==> config.mk <==
export PLATFORM = sky130hd
export DESIGN_NAME = oled_power_sequencer
export DESIGN_NICKNAME = d
export VERILOG_FILES = /design/src/rtl/oled_pkg.sv /design/src/rtl/oled_tick_gen.sv /design/src/rtl/oled_power_sequencer.sv
export SDC_FILE = /design/constraint.sdc
export NUM_CORES = 1
export LEC_CHECK = 0
export ABC_AREA = 1
export CORE_ASPECT_RATIO = 1.5
export CORE_MARGIN = 4
export CORE_UTILIZATION = 62
export CTS_CLUSTER_SIZE = 10
export DETAILED_ROUTE_END_ITERATION = 12
export PLACE_DENSITY = 0.94
export SLEW_MARGIN = 10
export SYNTH_ARGS = -nofsm -noshare
export SYNTH_HDL_FRONTEND = slang
export SYNTH_SLANG_ARGS = --single-unit
export TNS_END_PERCENT = 10
==> constraint.sdc <==
create_clock -name i_CLK -period 6.4 [get_ports i_CLK]
set_input_delay 1.28 -clock i_CLK [delete_from_list [all_inputs] [get_ports i_CLK]]
set_output_delay 1.28 -clock i_CLK [all_outputs]
set_load 0.02 [all_outputs]
==> src/rtl/oled_pkg.sv <==
// Shared definitions for the OLED power sequencer.
//   state_t        : sequencer state encoding
//   out_t          : registered output bundle (everything except the optional fault flag)
//   CMD_DISPLAY_ON / CMD_DISPLAY_OFF : panel command bytes
//   max2, is_busy, decode_outputs    : small helpers shared by the top level
package oled_pkg;

  typedef enum logic [3:0] {
    ST_OFF      = 4'd0,
    ST_PMOD_UP  = 4'd1,
    ST_RES_LO   = 4'd2,
    ST_RES_HI   = 4'd3,
    ST_VCC_UP   = 4'd4,
    ST_DISP_ON  = 4'd5,
    ST_SETTLE   = 4'd6,
    ST_READY    = 4'd7,
    ST_DISP_OFF = 4'd8,
    ST_VCC_DN   = 4'd9,
    ST_FAULT    = 4'd10
  } state_t;

  localparam logic [7:0] CMD_DISPLAY_ON  = 8'hAF;
  localparam logic [7:0] CMD_DISPLAY_OFF = 8'hAE;

  typedef struct packed {
    logic       pmoden;
    logic       vccen;
    logic       res_n;
    logic       cmd_valid;
    logic [7:0] cmd_byte;
    logic       ready;
    logic       busy;
  } out_t;

  function automatic int unsigned max2(input int unsigned a, input int unsigned b);
    return (a > b) ? a : b;
  endfunction

  function automatic logic is_busy(input state_t s);
    return !((s == ST_OFF) || (s == ST_READY) || (s == ST_FAULT));
  endfunction

  // Output values that hold for the whole time the FSM sits in state s.
  // OFF and FAULT both map to the all-zero (panel fully unpowered) bundle.
  function automatic out_t decode_outputs(input state_t s);
    out_t o;
    o = '0;
    case (s)
      ST_PMOD_UP: begin
        o.pmoden = 1'b1;
        o.res_n  = 1'b1;
      end
      ST_RES_LO: begin
        o.pmoden = 1'b1;
      end
      ST_RES_HI: begin
        o.pmoden = 1'b1;
        o.res_n  = 1'b1;
      end
      ST_VCC_UP, ST_SETTLE: begin
        o.pmoden = 1'b1;
        o.vccen  = 1'b1;
        o.res_n  = 1'b1;
      end
      ST_DISP_ON: begin
        o.pmoden    = 1'b1;
        o.vccen     = 1'b1;
        o.res_n     = 1'b1;
        o.cmd_valid = 1'b1;
        o.cmd_byte  = CMD_DISPLAY_ON;
      end
      ST_READY: begin
        o.pmoden = 1'b1;
        o.vccen  = 1'b1;
        o.res_n  = 1'b1;
        o.ready  = 1'b1;
      end
      ST_DISP_OFF: begin
        o.pmoden    = 1'b1;
        o.vccen     = 1'b1;
        o.res_n     = 1'b1;
        o.cmd_valid = 1'b1;
        o.cmd_byte  = CMD_DISPLAY_OFF;
      end
      ST_VCC_DN: begin
        o.pmoden = 1'b1;
        o.res_n  = 1'b1;
      end
      default: o = '0;
    endcase
    o.busy = is_busy(s);
    return o;
  endfunction

endpackage

==> src/rtl/oled_tick_gen.sv <==
// Delay tick generator: emits a one-cycle tick every DIV enabled cycles.
//   clk, rst_n : clock, async active-low reset
//   en         : count enable; the divider is held at zero while low
//   clr        : synchronous clear (restart the divider from zero)
//   tick       : one-cycle pulse on the DIV-th enabled cycle
module oled_tick_gen #(
  parameter int unsigned DIV = 2
) (
  input  logic clk,
  input  logic rst_n,
  input  logic en,
  input  logic clr,
  output logic tick
);

  localparam int unsigned W = $clog2(DIV);

  logic [W-1:0] cnt;

  assign tick = en && (cnt == W'(DIV - 1));

  always_ff @(posedge clk or negedge rst_n) begin
    if (!rst_n) begin
      cnt <= '0;
    end else if (clr || !en || tick) begin
      cnt <= '0;
    end else begin
      cnt <= cnt + 1'b1;
    end
  end

endmodule

==> src/rtl/oled_power_sequencer.sv <==
// OLED panel power-up / power-down sequencer.
// Optional feature macro: OLED_SEQ_CMD_TIMEOUT_EN (command-acknowledge timeout -> FAULT, adds o_FAULT).
//
//   state     | meaning
//   OFF       | panel unpowered, waiting for i_START_ON
//   PMOD_UP   | logic supply on, T_PMOD ticks
//   RES_LO    | panel reset asserted, T_RES ticks
//   RES_HI    | panel reset released, T_RES ticks
//   VCC_UP    | panel VCC on, T_VCC ticks
//   DISP_ON   | display-on command offered until i_CMD_DONE
//   SETTLE    | T_VCC ticks after display on
//   READY     | panel up, waiting for i_START_OFF
//   DISP_OFF  | display-off command offered until i_CMD_DONE
//   VCC_DN    | VCC off, T_OFF ticks before logic supply drops
//   FAULT     | command never acknowledged; everything off until reset
//
// Ports: i_CLK, i_RST_N (async active-low), i_START_ON, i_START_OFF, i_CMD_DONE in;
//        o_CMD_VALID, o_CMD_BYTE[7:0], o_PMODEN, o_VCCEN, o_RES_N, o_READY, o_BUSY
//        [, o_FAULT] out. All outputs are registered.
module oled_power_sequencer
  import oled_pkg::*;
#(
  parameter int unsigned CLK_HZ   = 100_000_000,
  parameter int unsigned TICK_HZ  = 1000,
  parameter int unsigned T_PMOD   = 20,
  parameter int unsigned T_RES    = 3,
  parameter int unsigned T_VCC    = 100,
  parameter int unsigned T_OFF    = 400,
  parameter int unsigned T_CMD_TO = 10
) (
  input  logic       i_CLK,
  input  logic       i_RST_N,
  input  logic       i_START_ON,
  input  logic       i_START_OFF,
  input  logic       i_CMD_DONE,
  output logic       o_CMD_VALID,
  output logic [7:0] o_CMD_BYTE,
  output logic       o_PMODEN,
  output logic       o_VCCEN,
  output logic       o_RES_N,
  output logic       o_READY,
  output logic       o_BUSY
`ifdef OLED_SEQ_CMD_TIMEOUT_EN
  ,
  output logic       o_FAULT
`endif
);

  localparam int unsigned DIV   = CLK_HZ / TICK_HZ;
  localparam int unsigned T_MAX = max2(max2(max2(T_PMOD, T_RES), max2(T_VCC, T_OFF)), T_CMD_TO);
  localparam int unsigned CW    = $clog2(T_MAX + 1);

  state_t        state;
  state_t        next_state;
  logic          tick;
  logic          clr;
  logic [CW-1:0] tick_cnt;
  logic [CW-1:0] wait_last;
  logic          wait_done;
  out_t          out_q;

  // Any state change restarts both the divider and the tick counter, so each
  // wait measures exactly N*DIV cycles from the first cycle in the new state.
  assign clr = (next_state != state);

  oled_tick_gen #(.DIV(DIV)) u_tick_gen (
    .clk   (i_CLK),
    .rst_n (i_RST_N),
    .en    (is_busy(state)),
    .clr   (clr),
    .tick  (tick)
  );

  always_ff @(posedge i_CLK or negedge i_RST_N) begin
    if (!i_RST_N) begin
      tick_cnt <= '0;
    end else if (clr) begin
      tick_cnt <= '0;
    end else if (tick) begin
      tick_cnt <= tick_cnt + 1'b1;
    end
  end

  always_comb begin
    wait_last = '0;
    case (state)
      ST_PMOD_UP:              wait_last = CW'(T_PMOD - 1);
      ST_RES_LO, ST_RES_HI:    wait_last = CW'(T_RES - 1);
      ST_VCC_UP, ST_SETTLE:    wait_last = CW'(T_VCC - 1);
      ST_VCC_DN:               wait_last = CW'(T_OFF - 1);
      ST_DISP_ON, ST_DISP_OFF: wait_last = CW'(T_CMD_TO - 1);
      default:                 wait_last = '0;
    endcase
  end

  assign wait_done = tick && (tick_cnt == wait_last);

  always_ff @(posedge i_CLK or negedge i_RST_N) begin
    if (!i_RST_N) begin
      state <= ST_OFF;
    end else begin
      state <= next_state;
    end
  end

  always_comb begin
    next_state = state;
    case (state)
      ST_OFF:     if (i_START_ON) next_state = ST_PMOD_UP;
      ST_PMOD_UP: if (wait_done)  next_state = ST_RES_LO;
      ST_RES_LO:  if (wait_done)  next_state = ST_RES_HI;
      ST_RES_HI:  if (wait_done)  next_state = ST_VCC_UP;
      ST_VCC_UP:  if (wait_done)  next_state = ST_DISP_ON;
      ST_DISP_ON: begin
        if (i_CMD_DONE) next_state = ST_SETTLE;
`ifdef OLED_SEQ_CMD_TIMEOUT_EN
        else if (wait_done) next_state = ST_FAULT;
`endif
      end
      ST_SETTLE:  if (wait_done)   next_state = ST_READY;
      ST_READY:   if (i_START_OFF) next_state = ST_DISP_OFF;
      ST_DISP_OFF: begin
        if (i_CMD_DONE) next_state = ST_VCC_DN;
`ifdef OLED_SEQ_CMD_TIMEOUT_EN
        else if (wait_done) next_state = ST_FAULT;
`endif
      end
      ST_VCC_DN:  if (wait_done) next_state = ST_OFF;
      ST_FAULT:   next_state = ST_FAULT;
      default:    next_state = ST_OFF;
    endcase
  end

  // Outputs are registered from next_state so they line up with the state
  // register: the new state's outputs appear in its first cycle.
  always_ff @(posedge i_CLK or negedge i_RST_N) begin
    if (!i_RST_N) begin
      out_q <= '0;
    end else begin
      out_q <= decode_outputs(next_state);
    end
  end

`ifdef OLED_SEQ_CMD_TIMEOUT_EN
  always_ff @(posedge i_CLK or negedge i_RST_N) begin
    if (!i_RST_N) begin
      o_FAULT <= 1'b0;
    end else begin
      o_FAULT <= (next_state == ST_FAULT);
    end
  end
`endif

  assign o_PMODEN    = out_q.pmoden;
  assign o_VCCEN     = out_q.vccen;
  assign o_RES_N     = out_q.res_n;
  assign o_CMD_VALID = out_q.cmd_valid;
  assign o_CMD_BYTE  = out_q.cmd_byte;
  assign o_READY     = out_q.ready;
  assign o_BUSY      = out_q.busy;

endmodule

==> results of run 1 <==
==> registers in the layout (all words and copies together) (netlist names) <==
signal / flops
state: 4
u_tick_gen.cnt: 17
o_CMD_BYTE: 2
o_READY: 1
o_VCCEN: 1
o_PMODEN: 1
tick_cnt: 9
o_BUSY: 1
o_RES_N: 1
==> layer usage <==
metal / vias up / wire, µm / track usage
met5: - / 0 / 0
met4: 0 / 163 / 0.137
met3: 20 / 195 / 0.0509
met2: 56 / 2500 / 0.404
met1: 884 / 1780 / 0.239
li1: 956 / - / -
==> power groups by stage <==
stage	Sequential [mW]	Combinational [mW]	Clock, mW
2_1_floorplan	0.271	0.147	0
3_3_place_gp	0.265	0.193	0
3_5_place_dp	0.265	0.199	0
4_1_cts	0.260	0.201	0.174
5_1_grt	0.263	0.224	0.186
6_report	0.261	0.200	0.173
==> worst register-to-register path: cells and delay by family, from the launching register on <==
kind          cells  cell delay [ns]
buf+inv           1             0.14
flops             1             0.50
simple gates     13             1.81
==> layout make-up <==
cell class                      count  area, µm²
Clock buffer                        6       82.6
Clock inverter                      2       13.8
Fill cell                         272        961
Inverter                           34        128
Multi-Input combinational cell    213       1100
Sequential cell                    37        926
Tap cell                           42       52.6
Timing Repair Buffer               16        155
==> cells by family after synthesis <==
family | synth area share
compound gates | 0.0660
xor+xnor | 0.0553
fa+ha+maj | 0.0113
buf+inv | 0.0897
simple gates | 0.359
flops | 0.417
other cells | 0.00169
==> metrics by stage <==
step / setup WS (ns) / hold WS (ns) / area (µm²) / total power [mW] / std cells
after detailed placement: 3.27 / 0.454 / 2360 / 0.464 / 342
after CTS: 3.57 / 0.463 / 2450 / 0.635 / 350
after floorplan: 3.91 / 0.432 / 2220 / 0.418 / 293
final: 3.58 / 0.460 / 2450 / 0.633 / 350
after global placement: 3.30 / 0.446 / 2360 / 0.458 / 342
after global routing: 3.35 / 0.489 / 2450 / 0.673 / 350
==> how the worst min path moves through the flow <==
stage / cells past startpoint / slack, ns / endpoint
3_5_place_dp: 1 / 0.45 / u_tick_gen.cnt[0]
3_3_place_gp: 1 / 0.45 / u_tick_gen.cnt[0]
4_1_cts: 1 / 0.46 / u_tick_gen.cnt[0]
5_1_grt: 1 / 0.49 / u_tick_gen.cnt[0]
6_report: 1 / 0.46 / u_tick_gen.cnt[0]
2_1_floorplan: 1 / 0.43 / u_tick_gen.cnt[0]
==> cell usage in the layout (no fill, tap or decap), types with 7 or more instances in the layout <==
cell / n
o21ai_0: 13
nor2_1: 45
nand3_1: 29
inv_1: 31
nor3_1: 7
nand2_1: 65
dfrtp_1: 37
xor2_1: 12
clkdlybuf4s50_1: 15
==> metrics.csv, run 1 <==
stage,metric,value,unit
worst_setup_path,origin of the critical flop-to-flop path,state[0],
floorplan,initial cell density of the core,0.649,
worst_setup_path,Critical Path Start,i_CMD_DONE,
layout,"Area growth, synth to finish",10.7,%
synth,Post-Syn Instances,292,
floorplan,Die ar.,4620,µm²
sta,highest achievable clock rate,355,MHz
global_routing,Tot GR Track Use,0.226,
worst_setup_path,register-to-register setup slack,3.88,ns
worst_setup_path,end point of the critical path,tick_cnt[0],
global_routing,wire length of the first global-routing pass,8050,µm
job,max-cap viol count,0,
synth,sequential cell area fraction in the yosys report,0.417,
placed_design,number of buffers inserted by port buffering,16,
worst_setup_path,kind of end point of the critical path,flop,
sta,worst setup skew after layout,0.00634,ns
sta,Slew HR,0.451,
floorplan,FP Rows,26,
synth,Syn. warnings,0,
sta,final slew viol count,0,
floorplan,Core Box Area,3420,µm²
drt,number of vias per cell after detailed routing,5.47,
drt,Routed WL per cell,13.2,µm
global_routing,maximum number of pins on one net before global-route repair,38,
pwr,cell internal pwr,400,µW
floorplan,Die Span X,56.8,µm
synth,fraction of synthesized cell area taken by the top area cell type,0.417,
layout,final layout net count,314,
drt,final wirelength,4640,µm
drt,via total after detailed routing,1916,
clock_network,library cell used as clock root buffer,clkbuf_8,
worst_setup_path,worst reg-to-reg path cell count,14,
synth,number of enable-type register cells in the synthesized netlist,0,
synth,number of synthesized register bits,37,
global_routing,leftover overflow at the end of global routing,0,
floorplan,vertical die dimension,81.3,µm
worst_setup_path,delay of the slowest critical-path stage,0.51,ns
pwr,power share of the clock group,0.273,
sta,Total Neg Setup Slack,0,ns
global_routing,initial antenna violation count,0,
drt,DRC violations left,0,
pwr,proportion of total power due to net switching,0.369,
drt,number of detailed-route iterations in the first pass,4,
synth,top area cells in the synthesized netlist,"dfrtp_1 (42%), nand2_1 (11%), nor2_1 (7.6%)",
clock_network,H-Tree Level Count,2,
synth,number of different library cells in the post-synthesis netlist,32,
worst_setup_path,"Slowest-stage cell, CP",clkdlybuf4s50_1,
clock_network,number of setup buffers added after CTS,0,
worst_hold_path,class of the tightest hold or removal check,flop to flop,
pwr,static leakage,1.14,nW
synth,most used flip-flop cell after synthesis,dfrtp_1,
clock_network,clk buf depth,2,
clock_network,count of hold buffers inserted by post-cts repair,0,
clock_network,Worst-path clk slew,0.07,ns
sta,final worst path period need,2.82,ns
worst_setup_path,top cell family by delay on the critical path,simple AND/OR/NAND/NOR gates,
sta,Tcrit/Tclk final,0.441,
global_routing,number of global-route vias before repair,1871,
sta,final setup violation count,0,
worst_setup_path,largest fanout on the critical path,8,
layout,number of antenna cells inserted,0,
worst_setup_path,crit-path cells,clkdlybuf4s50_1 -> o21ai_0 -> a311oi_1 -> nand3_1 -> nand2_2 -> nand3_1 -> nor2_1,
sta,number of hold violations in the final report,0,
worst_setup_path,number of cells on the critical path,7,
drt,antenna-violating nets left,0,
layout,fraction of final layout cells with drive strength greater than 1,0.0942,
synth,synthesized area per cell,7.60,µm²
floorplan,boundary pin count,19,
synth,"area leader, netlist",dfrtp_1,
synth,synthesized area,2220,µm²
clock_network,source-to-sink clock delay at the later pin of the worst-skew pair,0.30,ns
worst_setup_path,Reg2Reg Capture Point,tick_cnt[0],
placed_design,placed wire-length estimate,3470,µm
worst_hold_path,critical hold path startpoint,u_tick_gen.cnt[0],
drt,number of violations reported at the end of detailed-routing iteration 0,90,
worst_setup_path,critical path launch point type,input port,
clock_network,Clock Sinks,37,
worst_setup_path,sum of buffers and inverters on the critical path,1,
sta,RSZ-0062 raised after global routing,no,
status,status,finished clean,
worst_setup_path,cell type with the highest occurrence count on the critical path,nand3_1,
synth,share of synthesized flip-flops with an asynchronous set or reset,1.00,
clock_network,TritonCTS clock tree,yes,
pwr,Peak VDD IR,0.200,mV
worst_setup_path,arrival time at the worst endpoint,3.04,ns
clock_network,post-CTS resize count,0,
layout,Layout Utilization,0.719,
placed_design,global placement routability congestion,0.958,
worst_setup_path,Required @ worst endpoint,6.62,ns
pwr,power share of the combinational group,0.315,
pwr,fraction of power consumed by sequential logic,0.412,
pwr,Power Density,258,nW/µm²
synth,most instantiated cells after synthesis,"nand2_1 (65), nor2_1 (45), dfrtp_1 (37)",
sta,actual slew at the worst max-slew pin,0.823,ns
pwr,reported net switching power,233,µW
synth,most repeated cell in the gate-level netlist after synthesis,nand2_1,
clock_network,clock buffers created by TritonCTS,5,
worst_setup_path,category of the critical setup timing path,input port to flop,
Power figures use the tool's default switching activity.
==> run 2: changes to the inputs <==
Settings changed: CORE_UTILIZATION 62 to 57, PLACE_DENSITY 0.94 to 0.88.
Clock period 6.4 ns to 2.7 ns, I/O delays scaled along.
==> run 2 against run 1 <==
Effect of this change: largest cell class unchanged; via count increased by 0.94%; final cell count is 0.29% higher; largest power group unchanged; combinational power grew to 2.5 times the previous value; first-iteration DRC count increased by 5.6%; worst setup slack got worse by 3.4 ns; flip-flop and latch count unchanged; critical path type is now flop to flop; critical endpoint is now u_tick_gen.cnt[3].
==> metrics.csv, run 2 (same netlist as run 1, synthesis figures left out) <==
stage,metric,value,unit,change
layout,"Area growth, synth to finish",10.9,%,
global_routing,wire length of the first global-routing pass,8340,µm,+3.7%
sta,number of hold violations in the final report,0,,unchanged
layout,top register by number of flip-flops,u_tick_gen.cnt,,
global_routing,maximum number of pins on one net before global-route repair,38,,unchanged
sta,final worst path period need,2.53,ns,
pwr,Power Density,606,nW/µm²,+130%
sta,Total Neg Setup Slack,0,ns,unchanged
placed_design,number of buffers inserted by port buffering,16,,unchanged
clock_network,source-to-sink clock delay at the later pin of the worst-skew pair,0.29,ns,about the same
layout,fraction of final layout cells with drive strength greater than 1,0.0974,,+0.00325
placed_design,placed wire-length estimate,3640,µm,+4.7%
sta,highest achievable clock rate,396,MHz,
clock_network,clk buf depth,2,,unchanged
layout,most frequent cells in the layout,"nand2_1 (65), nor2_1 (45), dfrtp_1 (36)",,
pwr,"sum of internal, switching and leakage power",1.49,mW,+140%
placed_design,area of placed instances,2370,µm²,+0.37%
sta,final setup violation count,0,,unchanged
layout,filler cell count,310,,+14%
layout,max reg flops,17,,unchanged
status,status,finished clean,,
worst_setup_path,worst reg-to-reg path cell count,12,,-2
sta,Slew HR,0.452,,+0.00128
clock_network,count of hold buffers inserted by post-cts repair,0,,unchanged
drt,via total after detailed routing,1934,,+0.94%
pwr,cell internal pwr,932,µW,+130%
global_routing,number of global-route vias before repair,1960,,+4.8%
worst_hold_path,class of the tightest hold or removal check,input port to asynchronous set/reset pin,,
pwr,power share of the combinational group,0.336,,+0.021
drt,final wirelength,4720,µm,+1.8%
floorplan,Die Span X,58.9,µm,+3.7%
layout,number of antenna cells inserted,0,,unchanged
floorplan,FP Rows,27,,+3.8%
worst_setup_path,Reg2Reg Capture Point,u_tick_gen.cnt[3],,
clock_network,Clock Sinks,37,,unchanged
sta,Tcrit/Tclk final,0.936,,
layout,fin area,2460,µm²,+0.20%
drt,antenna-violating nets left,0,,unchanged
pwr,Peak VDD IR,0.403,mV,+100%
sta,hold_ws,0.333,ns,-0.128 ns
clock_network,Worst-path clk slew,0.08,ns,about the same
drt,number of vias per cell after detailed routing,5.51,,+0.65%
sta,worst setup skew after layout,0.00865,ns,+0.00231 ns
clock_network,TritonCTS clock tree,yes,,
worst_setup_path,Critical Path Start,state[2],,
pwr,reported net switching power,559,µW,+140%
layout,"most common cell after layout, fill and taps aside",nand2_1,,
global_routing,Tot GR Track Use,0.216,,-0.00975
worst_setup_path,register-to-register setup slack,0.17,ns,-3.71 ns
worst_setup_path,largest fanout on the critical path,17,,+9
floorplan,initial cell density of the core,0.597,,-0.0525
drt,number of violations reported at the end of detailed-routing iteration 0,95,,+5.6%
floorplan,vertical die dimension,84.4,µm,+3.9%
clock_network,post-CTS resize count,0,,unchanged
global_routing,initial antenna violation count,0,,unchanged
sta,final slew viol count,0,,unchanged
clock_network,clock buffers created by TritonCTS,5,,unchanged
drt,DRC violations left,0,,unchanged
floorplan,Core Box Area,3720,µm²,+8.8%
drt,number of detailed-route iterations in the first pass,4,,unchanged
worst_setup_path,end point of the critical path,u_tick_gen.cnt[3],,
layout,final layout net count,315,,+0.32%
clock_network,library cell used as clock root buffer,clkbuf_8,,
global_routing,leftover overflow at the end of global routing,0,,unchanged
clock_network,H-Tree Level Count,2,,unchanged
worst_setup_path,Required @ worst endpoint,2.91,ns,-3.71 ns
placed_design,global placement routability congestion,0.958,,about the same
clock_network,number of setup buffers added after CTS,0,,unchanged
pwr,proportion of total power due to net switching,0.375,,+0.00622
job,max-cap viol count,0,,unchanged
layout,leading registers by flop count,"u_tick_gen.cnt (17), tick_cnt (9), state (4)",,
floorplan,Die ar.,4970,µm²,+7.7%
pwr,power share of the clock group,0.252,,-0.021
pwr,static leakage,1.14,nW,-0.26%
worst_setup_path,kind of end point of the critical path,flop,,
worst_setup_path,category of the critical setup timing path,flop to flop,,
pwr,fraction of power consumed by sequential logic,0.412,,about the same
drt,Routed WL per cell,13.5,µm,+1.5%
worst_setup_path,critical path launch point type,flop,,
floorplan,boundary pin count,19,,unchanged
worst_setup_path,origin of the critical flop-to-flop path,state[2],,
sta,actual slew at the worst max-slew pin,0.821,ns,-0.00192 ns
worst_setup_path,arrival time at the worst endpoint,2.74,ns,-0.30 ns
[run 2: cell count changes in the layout (fill, tap and decap cells not counted)]
cell / delta
buf_4: +1
clkbuf_1: +1
clkbuf_8: -1
clkinv_2: -1
dfrtp_1: -1
dfrtp_2: +1
nand3_1: -1
nand3_2: +1
nor2_2: -1
nor2_4: +1
[run 2: stage by stage]
step | std cells | utilization | setup WS [ns]
after floorplan | 293 | - | 0.595
after global placement | 344 | 0.637 | 0.250
after detailed placement | 344 | 0.637 | 0.213
after CTS | 351 | 0.659 | 0.200
after global routing | 351 | 0.662 | -0.0154
final | 351 | 0.662 | 0.173
[run 2: per-layer routing]
layer / GRT usage / wire, µm
met4: 0.138 / 197
met3: 0.0415 / 211
met5: 0 / 0
met2: 0.358 / 2490
met1: 0.245 / 1820
[run 2: power groups by stage]
stage / Clock (mW) / Sequential [mW] / Combinational (mW)
final: 0.375 / 0.614 / 0.501
after global routing: 0.410 / 0.619 / 0.564
after CTS: 0.382 / 0.613 / 0.496
after detailed placement: 0 / 0.624 / 0.495
after global placement: 0 / 0.621 / 0.490
after floorplan: 0 / 0.643 / 0.348
[run 2: worst max-delay path, stage by stage (launching register included)]
cell and delay, ns:
dfrtp_1 0.54, inv_2 0.15, nor2_4 0.19, nand2_1 0.12
nand3_1 0.18, nor2_4 0.08, nand4_2 0.13, nand2_1 0.10
nand2_2 0.11, o21bai_1 0.07, nor2_1 0.29, nand4_4 0.30
nor2_1 0.17
[run 2: cell type report]
class | count | area, µm² | area share
inverters | 34 | 128 | 0.0519
well taps | 43 | 53.8 | 0.0219
clock buffers | 6 | 72.6 | 0.0295
repair buffers | 17 | 163 | 0.0661
flip-flops and latches | 37 | 927 | 0.377
multi-input cells | 213 | 1110 | 0.450
clock inverters | 1 | 8.76 | 0.00356
[run 2: worst min path at each step]
stage	startpoint	endpoint	slack, ns	depth (start not counted)
after global placement	u_tick_gen.cnt[0]	u_tick_gen.cnt[0]	0.44	1
after CTS	i_RST_N	tick_cnt[4]	0.37	1
after detailed placement	u_tick_gen.cnt[0]	u_tick_gen.cnt[0]	0.46	1
after floorplan	i_RST_N	o_BUSY	0.24	0
after global routing	i_RST_N	state[2]	0.39	1
final	i_RST_N	tick_cnt[4]	0.33	1
